[src/rtl/read_line_fifo_pkg.sv]
// Shared constants and helpers for the read-line FIFO: element count,
// element-index width and the 8-bit element-range type.
package read_line_fifo_pkg;
    localparam int RANGE_W        = 8;
    localparam int DEF_FULL_WIDTH = 512;
    localparam int DEF_WIDTH      = 64;
    localparam int ELEMS          = DEF_FULL_WIDTH / DEF_WIDTH;
    localparam int IDX_W          = (ELEMS > 1) ? $clog2(ELEMS) : 1;

    typedef logic [RANGE_W-1:0] range_t;

    function automatic int elems_of(input int full_w, input int w);
        return full_w / w;
    endfunction

    function automatic int idx_w_of(input int n);
        return (n > 1) ? $clog2(n) : 1;
    endfunction

    // End of the emitted range, never past the last element of a line.
    function automatic range_t clamp_end(input range_t bounds, input int elems);
        if (int'(bounds) > elems) return range_t'(elems);
        return bounds;
    endfunction
endpackage

[src/rtl/read_line_fifo_if.sv]
// Line-in / element-out handshake bundle of the read-line FIFO.
interface read_line_fifo_if #(
    parameter int FULL_WIDTH = 512,
    parameter int WIDTH      = 64
);
    import read_line_fifo_pkg::*;

    logic                  in_valid;
    logic                  in_ready;
    logic [FULL_WIDTH-1:0] in_data;
    range_t                in_base;
    range_t                in_bounds;
    logic                  out_valid;
    logic                  out_ready;
    logic [WIDTH-1:0]      out_data;
    logic                  out_last;

    modport master (
        output in_valid, in_data, in_base, in_bounds, out_ready,
        input  in_ready, out_valid, out_data, out_last
    );

    modport slave (
        input  in_valid, in_data, in_base, in_bounds, out_ready,
        output in_ready, out_valid, out_data, out_last
    );
endinterface

[src/rtl/read_line_fifo_store.sv]
// Line storage: DEPTH lines with per-entry read pointer and end, one write
// port and an element read of the addressed entry at its current pointer.
module read_line_store
    import read_line_fifo_pkg::*;
#(
    parameter int FULL_WIDTH = 512,
    parameter int WIDTH      = 64,
    parameter int DEPTH      = 2,
    parameter int MSB_FIRST  = 1,
    parameter int LINE_W     = 1
) (
    input  logic                  clk,
    input  logic                  we_i,
    input  logic [LINE_W-1:0]     waddr_i,
    input  logic [FULL_WIDTH-1:0] wdata_i,
    input  range_t                wstart_i,
    input  range_t                wend_i,
    input  logic                  adv_i,
    input  logic [LINE_W-1:0]     raddr_i,
    output logic [WIDTH-1:0]      rdata_o,
    output range_t                rptr_o,
    output range_t                rend_o
);
    localparam int ELEMS_L = elems_of(FULL_WIDTH, WIDTH);

    logic [FULL_WIDTH-1:0] line_q [DEPTH];
    range_t                ptr_q  [DEPTH];
    range_t                end_q  [DEPTH];
    logic [FULL_WIDTH-1:0] head_line;

    // Writes never target the entry being read, so both updates can coexist.
    always_ff @(posedge clk) begin
        if (we_i) begin
            line_q[waddr_i] <= wdata_i;
            ptr_q[waddr_i]  <= wstart_i;
            end_q[waddr_i]  <= wend_i;
        end
        if (adv_i) begin
            ptr_q[raddr_i] <= ptr_q[raddr_i] + 1'b1;
        end
    end

    assign head_line = line_q[raddr_i];
    assign rptr_o    = ptr_q[raddr_i];
    assign rend_o    = end_q[raddr_i];

    always_comb begin
        rdata_o = '0;
        for (int i = 0; i < ELEMS_L; i++) begin
            if (rptr_o == RANGE_W'(i)) begin
                rdata_o = (MSB_FIRST != 0) ? head_line[FULL_WIDTH-1-i*WIDTH -: WIDTH]
                                           : head_line[i*WIDTH +: WIDTH];
            end
        end
    end
endmodule

[src/rtl/read_line_fifo.sv]
// Accepts whole lines, keeps the non-empty ones in FIFO order and streams
// the elements [base, min(bounds, ELEMS)) of each, one per cycle.
module read_line_fifo
    import read_line_fifo_pkg::*;
#(
    parameter int FULL_WIDTH = 512,
    parameter int WIDTH      = 64,
    parameter int DEPTH      = 2,
    parameter int MSB_FIRST  = 1
) (
    input logic              clk,
    input logic              rst,
    read_line_fifo_if.slave  bus
);
    localparam int ELEMS_L = elems_of(FULL_WIDTH, WIDTH);
    localparam int LINE_W  = idx_w_of(DEPTH);
    localparam int CNT_W   = $clog2(DEPTH + 1);

    logic [LINE_W-1:0] wr_q, wr_d, rd_q, rd_d;
    logic [CNT_W-1:0]  cnt_q, cnt_d;
    range_t            end_c, rptr, rend;
    logic              accept, we, adv, pop;

    function automatic logic [LINE_W-1:0] next_line(input logic [LINE_W-1:0] p);
        if (DEPTH == 1) return '0;
        return p + 1'b1;
    endfunction

    assign bus.in_ready  = (cnt_q < CNT_W'(DEPTH));
    assign end_c         = clamp_end(bus.in_bounds, ELEMS_L);
    assign accept        = bus.in_valid & bus.in_ready;
    // Empty ranges are accepted but never take a slot.
    assign we            = accept & (bus.in_base < end_c) & ~rst;
    assign bus.out_valid = (cnt_q != '0);
    assign bus.out_last  = bus.out_valid & (rptr == rend - 1'b1);
    assign adv           = bus.out_valid & bus.out_ready & ~rst;
    assign pop           = adv & bus.out_last;

    always_comb begin
        wr_d  = wr_q;
        rd_d  = rd_q;
        cnt_d = cnt_q;
        if (we)  wr_d = next_line(wr_q);
        if (pop) rd_d = next_line(rd_q);
        case ({we, pop})
            2'b10:   cnt_d = cnt_q + 1'b1;
            2'b01:   cnt_d = cnt_q - 1'b1;
            default: cnt_d = cnt_q;
        endcase
    end

    always_ff @(posedge clk) begin
        if (rst) begin
            wr_q  <= '0;
            rd_q  <= '0;
            cnt_q <= '0;
        end else begin
            wr_q  <= wr_d;
            rd_q  <= rd_d;
            cnt_q <= cnt_d;
        end
    end

    read_line_store #(
        .FULL_WIDTH (FULL_WIDTH),
        .WIDTH      (WIDTH),
        .DEPTH      (DEPTH),
        .MSB_FIRST  (MSB_FIRST),
        .LINE_W     (LINE_W)
    ) u_store (
        .clk      (clk),
        .we_i     (we),
        .waddr_i  (wr_q),
        .wdata_i  (bus.in_data),
        .wstart_i (bus.in_base),
        .wend_i   (end_c),
        .adv_i    (adv),
        .raddr_i  (rd_q),
        .rdata_o  (bus.out_data),
        .rptr_o   (rptr),
        .rend_o   (rend)
    );
endmodule

[src/flat_wrapper.sv]
// flat-port wrapper written by rule: the top's interface ports become plain ports
module read_line_fifo_flat import read_line_fifo_pkg::*;
#(
    parameter int FULL_WIDTH = 512,
    parameter int WIDTH      = 64,
    parameter int DEPTH      = 2,
    parameter int MSB_FIRST  = 1
)
  (clk, rst, bus_in_valid, bus_in_data, bus_in_base, bus_in_bounds, bus_out_ready, bus_in_ready, bus_out_valid, bus_out_data, bus_out_last);
  read_line_fifo_if #(.FULL_WIDTH(FULL_WIDTH), .WIDTH(WIDTH)) bus_i ();
  input logic clk;
  input logic rst;
  input wire logic [$bits(bus_i.in_valid)-1:0] bus_in_valid;
  input wire logic [$bits(bus_i.in_data)-1:0] bus_in_data;
  input wire logic [$bits(bus_i.in_base)-1:0] bus_in_base;
  input wire logic [$bits(bus_i.in_bounds)-1:0] bus_in_bounds;
  input wire logic [$bits(bus_i.out_ready)-1:0] bus_out_ready;
  output wire logic [$bits(bus_i.in_ready)-1:0] bus_in_ready;
  output wire logic [$bits(bus_i.out_valid)-1:0] bus_out_valid;
  output wire logic [$bits(bus_i.out_data)-1:0] bus_out_data;
  output wire logic [$bits(bus_i.out_last)-1:0] bus_out_last;
  assign bus_i.in_valid = bus_in_valid;
  assign bus_i.in_data = bus_in_data;
  assign bus_i.in_base = bus_in_base;
  assign bus_i.in_bounds = bus_in_bounds;
  assign bus_i.out_ready = bus_out_ready;
  assign bus_in_ready = bus_i.in_ready;
  assign bus_out_valid = bus_i.out_valid;
  assign bus_out_data = bus_i.out_data;
  assign bus_out_last = bus_i.out_last;
  read_line_fifo #(.FULL_WIDTH(FULL_WIDTH), .WIDTH(WIDTH), .DEPTH(DEPTH), .MSB_FIRST(MSB_FIRST)) u_core (.clk(clk), .rst(rst), .bus(bus_i));
endmodule
[config.mk]
export PLATFORM = sky130hd
export DESIGN_NAME = read_line_fifo_flat
export DESIGN_NICKNAME = d
export VERILOG_FILES = /design/src/rtl/read_line_fifo_pkg.sv /design/src/rtl/read_line_fifo_if.sv /design/src/rtl/read_line_fifo_store.sv /design/src/rtl/read_line_fifo.sv /design/src/flat_wrapper.sv
export SDC_FILE = /design/constraint.sdc
export NUM_CORES = 1
export LEC_CHECK = 0
export BUFFER_PORTS_ARGS = -buffer_cell sky130_fd_sc_hd__clkbuf_2
export CORE_UTILIZATION = 40
export CTS_BUF_LIST = sky130_fd_sc_hd__clkbuf_8
export CTS_CLUSTER_SIZE = 10
export DETAILED_ROUTE_END_ITERATION = 6
export GPL_TIMING_DRIVEN = 1
export SLEW_MARGIN = 20
export SYNTH_ARGS = -nofsm -noshare
export SYNTH_HDL_FRONTEND = slang
export SYNTH_SLANG_ARGS = --single-unit
[constraint.sdc]
create_clock -name clk -period 66.4 [get_ports clk]
set_input_delay 16.6 -clock clk [delete_from_list [all_inputs] [get_ports clk]]
set_output_delay 16.6 -clock clk [all_outputs]
set_load 0.03 [all_outputs]
==> results of run 1 <==
==> layout by cell type (no fill, tap or decap), types with 14 or more instances in the layout <==
| cell | n |
|---|---|
| edfxtp_1 | 1056 |
| clkbuf_2 | 598 |
| mux2i_1 | 327 |
| a21oi_1 | 264 |
| mux2_2 | 212 |
| clkbuf_8 | 174 |
| nor2_1 | 110 |
| o221ai_1 | 88 |
| inv_1 | 59 |
| o21ai_0 | 54 |
| o22a_1 | 49 |
| o22ai_1 | 49 |
| clkinv_1 | 47 |
| buf_4 | 42 |
| a221oi_1 | 31 |
| clkinv_2 | 22 |
| xor2_1 | 17 |
| a211oi_1 | 16 |
| xnor2_1 | 14 |
| o2bb2ai_1 | 14 |
==> layer usage <==
| layer | up-vias | global-route usage, % | routed length [um] |
|---|---|---|---|
| met5 | - | 0 | 263 |
| li1 | 11803 | - | - |
| met2 | 1036 | 35.1 | 59600 |
| met1 | 13264 | 30.0 | 53900 |
| met3 | 217 | 5.79 | 9460 |
| met4 | 40 | 6.75 | 2480 |
==> metrics by stage <==
| stage | cells | hold slack, ps | utilization (%) | total power [mW] | worst slack, ps |
|---|---|---|---|---|---|
| after floorplan | 2627 | 474 | - | 0.835 | 22370 |
| after CTS | 4798 | 518 | 47.7 | 1.40 | 42530 |
| final | 4811 | 526 | 47.7 | 1.39 | 42600 |
| after detailed placement | 4483 | 508 | 44.6 | 0.860 | 43520 |
| after global placement | 4483 | 499 | 44.6 | 0.858 | 43540 |
| after global routing | 4810 | 573 | 47.7 | 1.43 | 42250 |
==> power by group through the flow <==
stage	Clock (mW)	Sequential (mW)	Combinational (mW)
finish	0.542	0.766	0.0803
global route	0.581	0.767	0.0868
CTS	0.555	0.766	0.0807
detailed placement	0	0.779	0.0803
global placement	0	0.779	0.0794
floorplan	0	0.796	0.0387
==> path summary, 6_finish.rpt <==
| kind | end | slack [ps] | depth (start not counted) |
|---|---|---|---|
| hold / removal | u_core.cnt_q[1] | 530 | 2 |
| setup reg to reg | u_core.u_store.line_q[0][361] | 61190 | 7 |
| hold reg to reg | u_core.cnt_q[1] | 530 | 2 |
| setup / recovery | bus_out_data[8] | 42600 | 12 |
==> sequential cells by signal, summed over array words and instances, names as in the netlist, named ones only <==
signal                 flops
u_core.cnt_q               2
u_core.rd_q                1
u_core.u_store.end_q      16
u_core.u_store.line_q   1024
u_core.u_store.ptr_q      16
u_core.wr_q                1
==> area by class of cell <==
cell class / count / area, sq um
antenna: 13 / 32.5
clock buffer: 174 / 2390
clock inverter: 141 / 878
fill: 9360 / 56200
inverter: 10 / 38.8
multi-input combinational: 1367 / 11000
sequential: 1061 / 31800
tap: 1403 / 1760
timing repair buffer: 642 / 3350
==> worst max-delay path: stages, from the launching register on <==
cell	delay, ps
dfxtp_4	610
buf_4	720
buf_4	760
buf_4	890
buf_4	800
buf_4	830
mux2_2	420
a21oi_1	200
o22a_1	190
o22ai_1	80
o221ai_1	180
o221ai_1	180
clkbuf_2	240
==> cell families after synthesis <==
kind of cell	synth area share, %
buf+inv	2.10
mux	13.0
fa+ha+maj	0.373
flops	72.9
xor+xnor	0.623
simple gates	1.82
compound gates	9.09
other cells	0.0172
==> Yosys cell counts, types with 4 or more instances <==
master / instances / share of area [%]
nand2_1: 12 / 0.10
a221oi_1: 31 / 0.62
a22oi_1: 4 / 0.069
nor2_1: 112 / 0.96
dfxtp_1: 5 / 0.23
nor2b_1: 6 / 0.086
inv_1: 9 / 0.077
mux2_2: 212 / 5.5
a211oi_1: 16 / 0.28
o22a_1: 50 / 1.0
buf_6: 4 / 0.10
buf_2: 51 / 0.59
o22ai_1: 49 / 0.70
nor3_1: 6 / 0.069
or2_2: 4 / 0.057
clkbuf_1: 114 / 0.98
buf_4: 20 / 0.34
a21oi_1: 264 / 3.0
o221ai_1: 88 / 1.8
ha_1: 13 / 0.37
nand3_1: 4 / 0.046
mux2i_1: 327 / 7.5
xnor2_1: 14 / 0.28
xor2_1: 17 / 0.34
o221ai_2: 10 / 0.34
o2bb2ai_1: 14 / 0.28
o21ai_1: 8 / 0.092
o21ai_0: 54 / 0.62
edfxtp_1: 1056 / 73
==> results.cfg, run 1 <==
[outcome]
status = complete, no violations

[route]
wirelength_mm = 126
viasPerCell = 5.48
drc = 0
vias = 26360
drtPass1Iterations = 5
antenna_left = 0
drt_iter0_markers = 2581
wl_per_cell_um = 26.1

[setup_path]
critPathRequiredTime_ps = 49800
path_max_fanout = 59
start_kind = flop
r2r_start = u_core.cnt_q[1]
cp.arrival_ps = 7200
critPathKind = reg -> out
endpoint_kind = output port

[global_routing]
grt_pass1_wl_mm = 179
grt_max_degree = 144
grt_usage_pct = 22.2
grt.overflow.total = 0
antenna_found_initial = 38
grt_pass1_vias = 25990

[sta]
drv_slew = 0
clock.fmax_mhz = 42.0
min_period_ps = 23800
tightest_slew_ps = 1090
hold_violations = 0
slew_headroom_pct = 27.5
clock_skew_ps = 36.5
rsz0062_at_grt = no
finalSetupTns_ps = 0
final.period_utilization_pct = 35.8
finalSetupViolations = 0

[place]
place_area_sq_mm = 0.0480
hpwl_mm = 80.0
gp_congestion = 0.816
port_buffers = 598

[synthesis]
synth-edff-count = 1056
yosysSeqAreaShare_pct = 72.9
synth-main-ff-cell = edfxtp_1
syn_area_sq_mm = 0.0436
async_flop_share_pct = 0
ys_seq_elements = 1061
yosysWarnings = 0
netlist_instances = 2617
syn_avg_cell_area_sq_um = 16.7
ys_types = 60

[clock_tree]
clk_pin_slew_ps = 60
cts-htree-levels = 4
tritoncts = built
postCtsSetupBuffers = 0
cts_resized = 0
cts_max_path_buffers = 3
numClockSinks = 1061
numCtsBuffers = 173
clockRootBuffer = clkbuf_8
postCtsHoldBufs = 0
insertion_delay_ps = 850

[power]
power.share.switching_pct = 23.1
p_per_area_mw_per_mm2 = 27.1
ir_drop_v = 0.0000188
intPower_mw = 1.07
switchingPower_mw = 0.321
p_seq_share_pct = 55.2
p_comb_share_pct = 5.8
p_leak_nw = 16.9
p_clk_share_pct = 39.1

[floorplanning]
rows = 120
dieArea_sq_mm = 0.110
initial_utilization_pct = 40.6
fp.dieH_um = 332
core_area_sq_mm = 0.108
io_pins = 599
dieWidth_um = 332

[finish]
nNetsFinal = 3800
stdcell_area_sq_mm = 0.0513
synthToLayoutAreaGrowth_pct = 17.6
drive_above_1_share_pct = 32.8

[min_path]
hold_path.startpoint = u_core.cnt_q[1]
hold_path_class = reg -> reg

[run]
drv_cap = 0
No activity file was read; power rests on OpenSTA's default activity.
==> inputs of run 2 (changes only) <==
- clock period: 66.4 -> 19.89 ns (I/O delays scaled with it)
==> run 2 against run 1 <==
The run now ends with design-rule violations left; sequential power rose to 3.3 times the previous value; sequential cell count did not move; clock power rose to 3.2 times the previous value; via count fell by 0.52%; first-iteration DRC count fell by 12%; sequential share of layout area rose by 0.079 points; largest power group unchanged.
==> results.cfg, run 2 (same netlist as run 1, synthesis figures left out) <==
[outcome]
status = finished with violations
violations = design-rule violations

[global_routing]
grt.overflow.total = 0
grt_max_degree = 155
grt_pass1_vias = 26401
antenna_found_initial = 57
grt_usage_pct = 22.2
grt_pass1_wl_mm = 178

[setup_path]
endpoint_kind = output port
cp.buffers_inverters = 4
reg2reg_setup_slack_ps = 14970
start_kind = flop
critPathMaxStageDelay_ps = 860
path_depth = 10
reg2regPathDepth = 12
r2r_end = u_core.cnt_q[1]
cp_top_family = buffers and inverters
cp.arrival_ps = 6270
crit_slowest_cell = dfxtp_4
critPathRequiredTime_ps = 14920
path_max_fanout = 62
cp_common_cell = buf_4
critPathKind = reg -> out
worstSetupEndpoint = bus_out_data[43]
crit_path_cell_trace = buf_4, nor3_1, a22oi_2, buf_4, or2_4, buf_4, nor2_1, o221ai_1, o221ai_1, clkbuf_2

[sta]
slew_headroom_pct = 18.2
clock.fmax_mhz = 89.0
hold_violations = 0
holdWs_ps = 529
postLayoutSetupSlackWorst_ps = 8650
tightest_slew_ps = 1220
drv_slew = 0
min_period_ps = 11240
finalSetupTns_ps = 0
finalSetupViolations = 0
rsz0062_at_grt = no
clock_skew_ps = 30.9
final.period_utilization_pct = 56.5

[floorplanning]
dieWidth_um = 332
core_area_sq_mm = 0.108
fp.dieH_um = 332
initial_utilization_pct = 40.6
dieArea_sq_mm = 0.110
rows = 120
io_pins = 599

[power]
p_per_area_mw_per_mm2 = 89.4
ir_drop_v = 0.0000508
p_leak_nw = 16.8
finalPower_mw = 4.58

[place]
dpl_worst_slack_ps = 9500
place_area_sq_mm = 0.0480
hpwl_mm = 79.9
port_buffers = 598
gp_congestion = 0.842

[finish]
num-fill-cells = 9454
drive_above_1_share_pct = 32.3
final_common_cell = edfxtp_1
synthToLayoutAreaGrowth_pct = 17.5
largest_reg_flops = 1024
nNetsFinal = 3800
final_cell_mix = edfxtp_1, clkbuf_2, mux2i_1, a21oi_1, mux2_2
top_register = u_core.u_store.line_q
stdcell_area_sq_mm = 0.0512
top_regs = u_core.u_store.line_q: 1024 flops, u_core.u_store.end_q: 16 flops, u_core.u_store.ptr_q: 16 flops

[route]
viasPerCell = 5.44
wirelength_mm = 125
drt_iter0_markers = 2273
drtPass1Iterations = 7
vias = 26223
drc = 6
antenna_left = 0
wl_per_cell_um = 25.9

[clock_tree]
cts_resized = 0
clk_pin_slew_ps = 60
clockRootBuffer = clkbuf_8
cts_max_path_buffers = 3
postCtsSetupBuffers = 0
cts-htree-levels = 4
postCtsHoldBufs = 0
tritoncts = built
numClockSinks = 1061
insertion_delay_ps = 880
numCtsBuffers = 178

[min_path]
hold_path_class = reg -> reg

[run]
drv_cap = 0
==> run 2: report_power, final <==
group	switching [mW]	internal (mW)
combinational	0.172	0.0947
clock	0.888	0.866
sequential	0.0155	2.54
==> run 2: layout make-up <==
class / count / area [sq um] / share of cell area [%]
antenna: 28 / 70.1 / 0.137
tap: 1403 / 1760 / 3.43
clock buffer: 178 / 2450 / 4.78
multi-input combinational: 1367 / 11000 / 21.5
sequential: 1061 / 31800 / 62.1
timing repair buffer: 637 / 3360 / 6.56
inverter: 10 / 38.8 / 0.0757
clock inverter: 137 / 712 / 1.39
==> run 2: through the flow <==
| step | util [%] | std cells |
|---|---|---|
| after floorplan | - | 2627 |
| after global placement | 44.6 | 4477 |
| after detailed placement | 44.6 | 4477 |
| after CTS | 47.5 | 4792 |
| after global routing | 47.6 | 4819 |
| final | 47.6 | 4821 |
==> run 2: worst min path at each step <==
stage | cells after the start | slack [ps] | endpoint | from
final | 2 | 530 | u_core.cnt_q[1] | u_core.cnt_q[1]
after global routing | 2 | 590 | u_core.cnt_q[1] | u_core.cnt_q[1]
after CTS | 2 | 520 | u_core.cnt_q[1] | u_core.cnt_q[1]
after detailed placement | 2 | 510 | u_core.cnt_q[1] | u_core.cnt_q[1]
after global placement | 2 | 500 | u_core.cnt_q[1] | u_core.cnt_q[1]
after floorplan | 2 | 470 | u_core.cnt_q[1] | u_core.cnt_q[1]
==> run 2: worst reg2reg max path, stage by stage, from the launching register on <==
cell	delay [ps]
dfxtp_4	860
buf_4	790
buf_4	580
mux2i_1	250
ha_1	260
xnor2_1	160
o2111ai_1	170
nor4_2	360
nand2_1	110
nor4_1	470
ha_1	360
or3_1	350
a21oi_1	140
==> run 2: routing by layer <==
layer  wire length [um]  GRT usage (%)  vias to the layer above
li1                   -              -                    11854
met1              51900           29.3                    13041
met2              59400           34.7                     1038
met3              10200           6.37                      232
met4               3080           8.24                       58
met5                379              0                        -
==> inputs of run 3 (changes only) <==
- clock period: 19.89 -> 10.9 ns (I/O delays scaled with it)
==> run 3 against run 2 <==
The flow now finishes without violations; sequential share of layout area about the same; via count up 0.12%; wire length grew 0.42%; non-clock buffer count down 1; sequential cell count did not move; critical path depth grew 1; die area unchanged; setup slack lost 6200 ps; first-iteration DRC count increased by 3.3%; cell area is essentially flat; clock power rose by 82%; register-to-register slack got worse by 7800 ps; critical path type unchanged.
==> results.cfg, run 3 (same netlist as run 1, synthesis figures left out) <==
[sta]
drv_slew = 0
min_period_ps = 8490
slew_headroom_pct = 24.8
hold_violations = 0
tightest_slew_ps = 1130
clock_skew_ps = 30.7
clock.fmax_mhz = 118
finalSetupViolations = 0
final.period_utilization_pct = 77.9
rsz0062_at_grt = no

[global_routing]
antenna_found_initial = 60
grt_pass1_wl_mm = 177
grt_pass1_vias = 26339
grt.overflow.total = 0
grt_util_met3_pct = 6.74
grt_max_degree = 157
grt.busiest_layer = met2
grt.met1_usage_pct = 28.5
grt_use_met2_pct = 35.2
grt_usage_pct = 22.1

[route]
vias = 26254
antenna_left = 0
wirelength_mm = 125
wl_per_cell_um = 26.1
drc = 0
drt_iter0_markers = 2349
drtPass1Iterations = 6
viasPerCell = 5.45

[floorplanning]
dieArea_sq_mm = 0.110
fp.dieH_um = 332
core_area_sq_mm = 0.108
dieWidth_um = 332
initial_utilization_pct = 40.6
io_pins = 599
rows = 120

[place]
place_inst = 4477
place_area_sq_mm = 0.0480
hpwl_mm = 80.0
gp_congestion = 0.821
port_buffers = 598

[setup_path]
reg2regPathDepth = 5
r2r_start = u_core.cnt_q[1]
start_kind = flop
critPathRequiredTime_ps = 8180
cp.arrival_ps = 5760
r2r_end = u_core.u_store.line_q[0][369]
reg2reg_setup_slack_ps = 7180
endpoint_kind = output port
path_max_fanout = 56
critPathKind = reg -> out

[finish]
final_common_cell = edfxtp_1
stdcell_area_sq_mm = 0.0512
nNetsFinal = 3799
regArea_sq_mm = 0.0318
final_cell_mix = edfxtp_1, clkbuf_2, mux2i_1, a21oi_1, mux2_2
top_regs = u_core.u_store.line_q: 1024 flops, u_core.u_store.end_q: 16 flops, u_core.u_store.ptr_q: 16 flops
drive_above_1_share_pct = 32.4
synthToLayoutAreaGrowth_pct = 17.5
stdcell_count = 4814
largest_reg_flops = 1024
num-fill-cells = 9444
multiInputGateArea_sq_mm = 0.0110
top_register = u_core.u_store.line_q

[min_path]
hold_path_class = reg -> reg
hold_path.startpoint = u_core.cnt_q[1]
worstHoldEndpoint = u_core.cnt_q[1]
min_path_cells = 2

[power]
p_clk_share_pct = 38.2
p_leak_nw = 16.9
p_per_area_mw_per_mm2 = 163
power.share.switching_pct = 23.3
ir_drop_v = 0.000105
switchingPower_mw = 1.94
p_seq_share_pct = 55.9
intPower_mw = 6.40
p_comb_share_pct = 5.9

[clock_tree]
numClockSinks = 1061
clk_pin_slew_ps = 70
cts_resized = 0
insertion_delay_ps = 840
postCtsSetupBuffers = 0
tritoncts = built
cts_max_path_buffers = 3
postCtsHoldBufs = 0
cts-htree-levels = 4
numCtsBuffers = 178
clockRootBuffer = clkbuf_8

[outcome]
status = complete, no violations

[run]
drv_cap = 0
-- run 3: cell count changes in the layout (fill, tap and decap cells not counted), moves of 2 or more --
| cell | change |
|---|---|
| clkinv_1 | -18 |
| clkbuf_8 | +6 |
| inv_12 | -2 |
| buf_4 | -3 |
| buf_12 | +4 |
| inv_1 | +11 |
| clkinvlp_4 | -2 |
-- run 3: critical path: stages (launching register included) --
cell	delay [ps]
dfxtp_4	710
mux2i_1	680
ha_4	370
buf_4	670
clkinv_2	770
buf_4	510
nor2_1	180
a21oi_1	50
o22ai_1	180
o221ai_1	230
o221ai_1	150
clkbuf_2	270
-- run 3: metrics by stage --
step                power [mW]  hold slack [ps]  utilization, %  TNS (ps)  worst slack, ps
global placement          5.23              505            44.7         0             3380
finish                    8.34              532            47.6         0             2410
detailed placement        5.24              517            44.7         0             3270
CTS                       8.42              525            47.6         0             2290
floorplan                 5.01              474               -  -1060000            -2290
global route              8.63              554            47.6         0             2130
-- run 3: metal layers --
layer  up-vias  share of wire, %
li1      11831                 -
met1     13054                41
met2      1079                48
met3       240               8.5
met4        50               2.3
met5         -              0.25
-- run 3: layout make-up --
type	instances	area share (%)
Timing Repair Buffer	636	6.60
Multi-Input combinational cell	1367	21.5
Antenna cell	28	0.137
Inverter	10	0.0757
Clock buffer	184	4.94
Tap cell	1403	3.43
Sequential cell	1061	62.1
Clock inverter	125	1.17
-- run 3: worst max-delay path by stage --
stage	cells after the start	endpoint	start	slack [ps]
after global routing	11	bus_out_data[36]	flop	2130
final	11	bus_out_data[36]	flop	2410
after CTS	11	bus_out_data[33]	flop	2290
after detailed placement	11	bus_out_data[36]	flop	3270
after floorplan	9	u_core.u_store.ptr_q[0][0]	bus_in_bounds[5]	-2290
after global placement	11	bus_out_data[36]	flop	3380
-- run 3: power groups by stage --
stage,clock (mW),sequential (mW),combinational [mW]
final,3.18,4.66,0.489
after CTS,3.27,4.66,0.493
after detailed placement,0,4.75,0.490
after global placement,0,4.74,0.484
after global routing,3.44,4.67,0.527
after floorplan,0,4.78,0.237
